--- src/rtl/vga_pkg.sv ---
// Default 640x480@60 timing constants, their derived limits, and a small range helper.
package vga_pkg;

    localparam int H_ACTIVE = 640;
    localparam int H_FRONT  = 16;
    localparam int H_SYNC   = 96;
    localparam int H_BACK   = 48;
    localparam int V_ACTIVE = 480;
    localparam int V_FRONT  = 10;
    localparam int V_SYNC   = 2;
    localparam int V_BACK   = 33;
    localparam int CLK_DIV  = 2;
    localparam bit SYNC_POL = 1'b0;

    localparam int H_TOTAL    = H_ACTIVE + H_FRONT + H_SYNC + H_BACK;
    localparam int V_TOTAL    = V_ACTIVE + V_FRONT + V_SYNC + V_BACK;
    localparam int H_SYNC_INI = H_ACTIVE + H_FRONT;
    localparam int H_SYNC_FIM = H_SYNC_INI + H_SYNC - 1;
    localparam int V_SYNC_INI = V_ACTIVE + V_FRONT;
    localparam int V_SYNC_FIM = V_SYNC_INI + V_SYNC - 1;

    // Inclusive range test on 10-bit counts.
    function automatic logic em_faixa(input logic [9:0] valor,
                                      input logic [9:0] ini,
                                      input logic [9:0] fim);
        return (valor >= ini) && (valor <= fim);
    endfunction

endpackage

--- src/rtl/vga_divisor_pixel.sv ---
// Pixel-rate enable: one registered pulse every CLK_DIV system clocks.
// With CLK_DIV=1 the pulse is high on every clock after reset release.
module vga_divisor_pixel #(
    parameter int CLK_DIV = 2
) (
    input  logic clk,
    input  logic rst_n,
    output logic pixel_en
);

    localparam int CW = (CLK_DIV > 1) ? $clog2(CLK_DIV) : 1;
    localparam logic [CW-1:0] CNT_MAX = CW'(CLK_DIV - 1);

    logic [CW-1:0] cnt;

    // Count 0..CLK_DIV-1; the enable is registered on the terminal count.
    always_ff @(posedge clk or negedge rst_n) begin
        if (!rst_n) begin
            cnt      <= '0;
            pixel_en <= 1'b0;
        end else if (cnt == CNT_MAX) begin
            cnt      <= '0;
            pixel_en <= 1'b1;
        end else begin
            cnt      <= cnt + CW'(1);
            pixel_en <= 1'b0;
        end
    end

endmodule

--- src/rtl/vga_sincronismo.sv ---
// VGA timing generator: H/V counters, sync and active-area decode, frame-start pulse.
// Sync/active flags are decoded from the next-state counts so they line up with linha/coluna.
module vga_sincronismo #(
    parameter int H_ACTIVE = vga_pkg::H_ACTIVE,
    parameter int H_FRONT  = vga_pkg::H_FRONT,
    parameter int H_SYNC   = vga_pkg::H_SYNC,
    parameter int H_BACK   = vga_pkg::H_BACK,
    parameter int V_ACTIVE = vga_pkg::V_ACTIVE,
    parameter int V_FRONT  = vga_pkg::V_FRONT,
    parameter int V_SYNC   = vga_pkg::V_SYNC,
    parameter int V_BACK   = vga_pkg::V_BACK,
    parameter int CLK_DIV  = vga_pkg::CLK_DIV,
    parameter bit SYNC_POL = vga_pkg::SYNC_POL
) (
    input  logic       clk,
    input  logic       rst_n,
    output logic       pixelEn,
    output logic [9:0] coluna,
    output logic [9:0] linha,
    output logic       areaAtiva,
    output logic       hsync,
    output logic       vsync,
    output logic       inicioQuadro
);

    localparam logic [9:0] H_MAX = 10'(H_ACTIVE + H_FRONT + H_SYNC + H_BACK - 1);
    localparam logic [9:0] V_MAX = 10'(V_ACTIVE + V_FRONT + V_SYNC + V_BACK - 1);
    localparam logic [9:0] H_ACT = 10'(H_ACTIVE);
    localparam logic [9:0] V_ACT = 10'(V_ACTIVE);
    localparam logic [9:0] H_INI = 10'(H_ACTIVE + H_FRONT);
    localparam logic [9:0] H_FIM = 10'(H_ACTIVE + H_FRONT + H_SYNC - 1);
    localparam logic [9:0] V_INI = 10'(V_ACTIVE + V_FRONT);
    localparam logic [9:0] V_FIM = 10'(V_ACTIVE + V_FRONT + V_SYNC - 1);

    logic [9:0] coluna_prox;
    logic [9:0] linha_prox;

    vga_divisor_pixel #(
        .CLK_DIV (CLK_DIV)
    ) u_divisor (
        .clk      (clk),
        .rst_n    (rst_n),
        .pixel_en (pixelEn)
    );

    // Next position: column wraps at end of line, line advances only on that wrap.
    always_comb begin
        coluna_prox = coluna + 10'd1;
        linha_prox  = linha;
        if (coluna == H_MAX) begin
            coluna_prox = '0;
            linha_prox  = (linha == V_MAX) ? '0 : linha + 10'd1;
        end
    end

    // Output registers advance on pixelEn and hold between pulses.
    always_ff @(posedge clk or negedge rst_n) begin
        if (!rst_n) begin
            coluna       <= H_MAX;
            linha        <= V_MAX;
            areaAtiva    <= 1'b0;
            hsync        <= ~SYNC_POL;
            vsync        <= ~SYNC_POL;
            inicioQuadro <= 1'b0;
        end else begin
            inicioQuadro <= 1'b0;
            if (pixelEn) begin
                coluna       <= coluna_prox;
                linha        <= linha_prox;
                areaAtiva    <= (coluna_prox < H_ACT) && (linha_prox < V_ACT);
                hsync        <= vga_pkg::em_faixa(coluna_prox, H_INI, H_FIM) ? SYNC_POL : ~SYNC_POL;
                vsync        <= vga_pkg::em_faixa(linha_prox, V_INI, V_FIM) ? SYNC_POL : ~SYNC_POL;
                inicioQuadro <= (coluna_prox == '0) && (linha_prox == '0);
            end
        end
    end

endmodule
--- config.mk ---
export PLATFORM = sky130hd
export DESIGN_NAME = vga_sincronismo
export DESIGN_NICKNAME = d
export VERILOG_FILES = /design/src/rtl/vga_pkg.sv /design/src/rtl/vga_divisor_pixel.sv /design/src/rtl/vga_sincronismo.sv
export SDC_FILE = /design/constraint.sdc
export NUM_CORES = 1
export LEC_CHECK = 0
export CORE_ASPECT_RATIO = 0.75
export CORE_UTILIZATION = 50
export CTS_CLUSTER_SIZE = 40
export DETAILED_ROUTE_END_ITERATION = 6
export PLACE_DENSITY = 0.74
export SYNTH_ARGS = -nofsm -noshare
export SYNTH_HDL_FRONTEND = slang
export SYNTH_SLANG_ARGS = --single-unit
export TNS_END_PERCENT = 1
--- constraint.sdc ---
create_clock -name clk -period 2.81 [get_ports clk]
set_input_delay 0.562 -clock clk [delete_from_list [all_inputs] [get_ports clk]]
set_output_delay 0.562 -clock clk [all_outputs]
set_load 0.005 [all_outputs]
---- After elaboration in Yosys (flattened, before gate mapping) ----
Index checks and enable logic that the tools add are counted.
word-level totals
  bits in registers ....................... 26
  logic and storage cells ................. 33
operators by class
  $add $sub $neg .......................... 3
  magnitude comparators ................... 6
  equality and inequality tests ........... 2
  multiplexer cells ....................... 8
  reductions and logical operators ........ 6
operators with widths
  operator                 count
  $mux W10                 3
  $add A10 B1 Y10 const B  2
  $eq A10 B10 Y1 const B   2
  $logic_not A10 Y1        2
  $ge A10 B10 Y1 const B   1
  $ge A10 B9 Y1 const B    1
  $le A10 B10 Y1 const B   1
  $le A10 B9 Y1 const B    1
  $lt A10 B10 Y1 const B   1
  $lt A10 B9 Y1 const B    1
  $mux W1                  5
  $logic_and A1 B1 Y1      4
  $add A1 B1 Y1 const B    1

---- Longest topological paths before layout ----
  depth after elaboration ................. 6
  depth in mapped cells ................... 9

---- Hierarchy ----
A second synthesis with hierarchy kept.
second synthesis, totals
  cells, all modules ...................... 200
  area, all modules ....................... 1804.2 sq um
by module, submodules not included
  module             times used  cells an instance  area each (sq um)  seq. area each (sq um)
  vga_sincronismo    1           197                1750.4             615.6
  vga_divisor_pixel  1           3                  53.8               50.0

---- Least setup slack after synthesis ----
Ideal clock, no wire load.
  path kind ............................... reg-to-reg
  from .................................... register coluna[1]
  to ...................................... register vsync
  setup time .............................. 0.083 ns
  arrival time ............................ 2.318 ns
  data required time ...................... 2.727 ns
  setup slack ............................. 0.408 ns
  stages on the path, launching flop included .. 9
  clock period less this slack ............ 2.402 ns
  cell sequence ........................... dfstp_2 -> ha_1 -> nand4_1 -> or3_1 -> buf_6 -> nor2_4 -> xor2_1 -> nand4_1 -> o32a_1
between the ends
  cells in the longest elaborated chain, start to end .. 5
  elaborated cells between the ends (all ways) .. 6
RTL lines
  element                                         RTL line               source
  start, declared                                 vga_sincronismo.sv:18  output logic [9:0] coluna,
  start signal, assigned                          vga_sincronismo.sv:68  coluna <= coluna_prox;
  $eq A10 B10 Y1 *                                vga_sincronismo.sv:50  if (coluna == H_MAX) begin
  $mux W10 *                                      vga_sincronismo.sv:50
  $ge A10 B9 Y1 or $le A10 B9 Y1 (tied branches)  vga_pkg.sv:26          return (valor >= ini) && (valor <= fim);
  $logic_and A1 B1 Y1 *                           vga_pkg.sv:26
  $mux W1 *                                       vga_sincronismo.sv:72  vsync <= vga_pkg::em_faixa(linha_prox, V_INI, V_FIM) ? SYNC_POL : ~SYNC_POL;
  end signal, assigned                            vga_sincronismo.sv:63  vsync <= ~SYNC_POL;
  end signal, assigned                            vga_sincronismo.sv:72
  end, declared                                   vga_sincronismo.sv:22  output logic vsync,
Mark *: on every way between the ends. The rest lies on a longest branch, timed or not.
A chain may end at the register's enable or synchronous reset.

---- Worst setup path in the final report ----
  from .................................... register coluna[0]
  to ...................................... register inicioQuadro
between the ends
  cells in the longest elaborated chain, start to end .. 5
  elaborated cells between the ends (all ways) .. 8
RTL lines
  element                                            RTL line                                      source
  $add A10 B1 Y10 or $eq A10 B10 Y1 (tied branches)  vga_sincronismo.sv:48, vga_sincronismo.sv:50
  $mux W10                                           vga_sincronismo.sv:50
  $logic_not A10 Y1                                  vga_sincronismo.sv:73                         inicioQuadro <= (coluna_prox == '0) && (linha_prox == '0);
  $logic_and A1 B1 Y1 *                              vga_sincronismo.sv:73
  $mux W1 *                                          vga_sincronismo.sv:67                         if (pixelEn) begin
  end signal, assigned                               vga_sincronismo.sv:73
  end, declared                                      vga_sincronismo.sv:23                         output logic inicioQuadro
Marks and branches as above.

==> summary.txt <==
Critical path
  • Worst Path Required: 3020 ps
  • Reg2reg end: inicioQuadro$_DFF_PN0_
  • Worst Setup EP: inicioQuadro$_DFF_PN0_
  • Critical path class: reg2reg
  • CP Launch Point: coluna[0]$_DFFE_PN1P_
  • R2R Path Start: coluna[0]$_DFFE_PN1P_
  • Reg2Reg Depth: 8
  • Worst setup SP type: register
  • CP Capture Type: register
  • R2R setup slack: 220 ps
  • Worst EP arrival: 2800 ps
  • Worst-path maximum fanout: 7

GRT
  • Initial antenna violation count: 0
  • Vias in the first global route: 1428
  • First-pass GRT wire length: 7130 um
  • Global route total overflow: 0
  • GRT Util Overall: 24.9%
  • Largest net degree at the start of global routing: 27

Floorplan
  • Die Wd: 70.1 um
  • Die height: 53.1 um
  • Die area: 3720 sq um
  • IO Pins: 27
  • Std-Cell Rows: 18
  • Initial core utilization: 52.5%
  • Core area: 3310 sq um

CTS
  • H-tree level count: 1
  • TritonCTS Buffers: 3
  • Clk sinks: 26
  • Clock transition at path regs: 90 ps
  • Hold buffers post-CTS: 0
  • Maximum clock path buffer count: 2
  • TritonCTS clock tree: yes
  • Clk root buf: clkbuf_8
  • Worst-skew pair later-pin latency: 270 ps

Finish
  • Fin area: 2090 sq um
  • Nets: 222
  • Area Growth Syn to Fin: 20.1%
  • Non-Filler Instances: 254
  • Layout fillers: 277
  • Fraction of layout cells with a size suffix above 1: 14.0%
  • Antenna fix cells: 0
  • Multi-input logic area: 982 sq um
  • Reg area: 666 sq um

Route
  • Via count: 1558
  • Vias/cell: 6.13
  • Drt initial violations: 109
  • DRT antenna net count: 0
  • First-pass DRT Iterations: 4
  • DRC: 0
  • WL/cell: 17.5 um
  • Post-Route WL: 4440 um

Run status
  • Status: finished clean

STA
  • Setup-failing EPs final: 0
  • Slew @ Worst Pin: 428 ps
  • Final hold vios: 0
  • Final period utilization: 92.0%
  • Clock Skews: 3.83 ps
  • RSZ-0062 raised after global routing: false
  • Setup ws final: 224 ps
  • Crit path time final: 2590 ps
  • Max_slew headroom: 71.0%
  • Setup TNS: 0 ps
  • Fmax: 0.387 GHz
  • Slew Viols, Final: 0

Synth
  • Synth Area in Compound Gates: 15.4%
  • FF+latch count, synth: 26
  • Most frequent cell after synthesis: nor2_1
  • Mux contribution to synthesized area: 1.22%
  • Avg Cell Area, Syn: 8.96 sq um
  • Largest family of logic cells by synthesized area: simple AND/OR/NAND/NOR gates
  • Netlist area before placement: 1740 sq um
  • Adder-Cell Fraction of Synth Area: 3.60%
  • Synth unique cells: 42
  • Synth Flop Type: dfrtp_1
  • FFs w/ async S/R, synth: 100%
  • Register area share after synthesis: 38.3%
  • Post-synth top area share: 20.1%
  • Synth area leader: dfrtp_1
  • Synth Area in Simple Gates: 25.0%
  • Synth cell count leaders: nor2_1 (16), dfrtp_1 (14), nand3_1 (14)
  • Synth Area in XOR/XNOR: 10.6%
  • Syn Inst Count: 194
  • Synth Warn #: 0
  • Synth top area cells: dfrtp_1 (20%), dfstp_2 (18%), xnor2_1 (5.5%), xor2_1 (5.0%), nand3_1 (4.0%)
  • EDFF count, synth: 0
  • Syn Nets: 201

Place
  • Dpl ws: 102 ps
  • Post-Place Cell Area: 2010 sq um
  • Buffers added on ports: 26
  • Placed Cells: 248
  • Final RePlAce weighted congestion: 0.891
  • Hpwl dp: 3080 um

Job
  • Max-Cap Viols: 0

Min path
  • HP Start: u_divisor.cnt$_DFF_PN0_
  • HP Class: reg2reg

Pwr
  • Max rail drop VDD: 0.264 mV
  • Leakage: 0.823 nW
  • Pwr Density: 302 nW/um^2
sequential cells by signal, indices dropped and copies added (netlist names):
name,count
coluna,10
linha,10
areaAtiva,1
hsync,1
inicioQuadro,1
u_divisor.cnt,1
u_divisor.pixel_en,1
vsync,1
logic make-up (layout without fill, tap and decap cells):
logic type                 count (synthesis)  after routing
xor gates and xnor gates                  21             21
buffers and inverters                     21             41
DFF                                       26             26
adders and majority gates                  5              5
muxes                                      2              2
and+or+nand+nor                           79             79
AOI/OAI and AO/OA                         40             40
critical path, cell delays in order, from the launching register on:
cell and delay [ps]:
dfstp_2 620, ha_1 290, nand4_1 120, buf_4 190
nor3_1 210, mux2_2 350, o22a_1 240, nor4b_2 270
o2111a_1 240
cell usage in the layout (no fill, tap or decap), drive strengths merged, types with 4 or more instances in the layout:
cell,synthesis,routed
buf,9,6
xnor2,11,11
nand3,14,14
ha,5,5
a21oi,10,10
nor3,8,8
and4,4,4
inv,5,5
dfstp,12,12
xor2,10,10
o21ai,8,8
nand2,13,13
nor2,17,17
clkbuf,7,4
nand4,9,9
clkdlybuf4s50,0,26
dfrtp,14,14
through the flow:
stage                     hold slack (ps)  total power, mW  utilization [%]
after floorplan                       266            0.382                -
after global placement                364            0.391             60.7
after detailed placement              384            0.392             60.7
after CTS                             405            0.635             62.3
after global routing                  410            0.649             63.1
final                                 397            0.631             63.1
report_power, final:
part	total [mW]	internal (mW)	switching (mW)	leakage [nW]
logic	0.00922	0.00213	0.00709	0.484
clock network	0.246	0.125	0.121	0.0288
registers	0.375	0.375	0	0.311
total	0.631	0.502	0.128	0.823
worst min path at each step:
stage                                   endpoint  cells after the start  slack [ps]
floorplan                  areaAtiva$_DFFE_PN0P_                      0         270
global placement    u_divisor.pixel_en$_DFF_PN0_                      0         360
detailed placement  u_divisor.pixel_en$_DFF_PN0_                      0         380
CTS                 u_divisor.pixel_en$_DFF_PN0_                      0         400
global route        u_divisor.pixel_en$_DFF_PN0_                      0         410
finish              u_divisor.pixel_en$_DFF_PN0_                      0         400
cell type report:
cell class	count	area share, %
clock buffer	4	2.63
inverter	5	0.898
multi-input combinational	147	47.0
sequential	26	31.9
timing repair buffer	32	15.2
tap	40	2.40
repair_timing:
action,4_1_cts,5_1_grt
endpoints found under the setup margin,0,3
gates resized for setup,0,2
setup buffers,0,2
metal layers:
layer / GRT usage (%) / up-vias / share of wire, %
li1: - / 745 / -
met1: 36.7 / 741 / 45
met2: 39.4 / 66 / 45
met3: 4.57 / 6 / 8.7
met4: 3.00 / 0 / 0.74
met5: 0 / - / 0
Note: power is estimated with default switching activity, not from simulation.
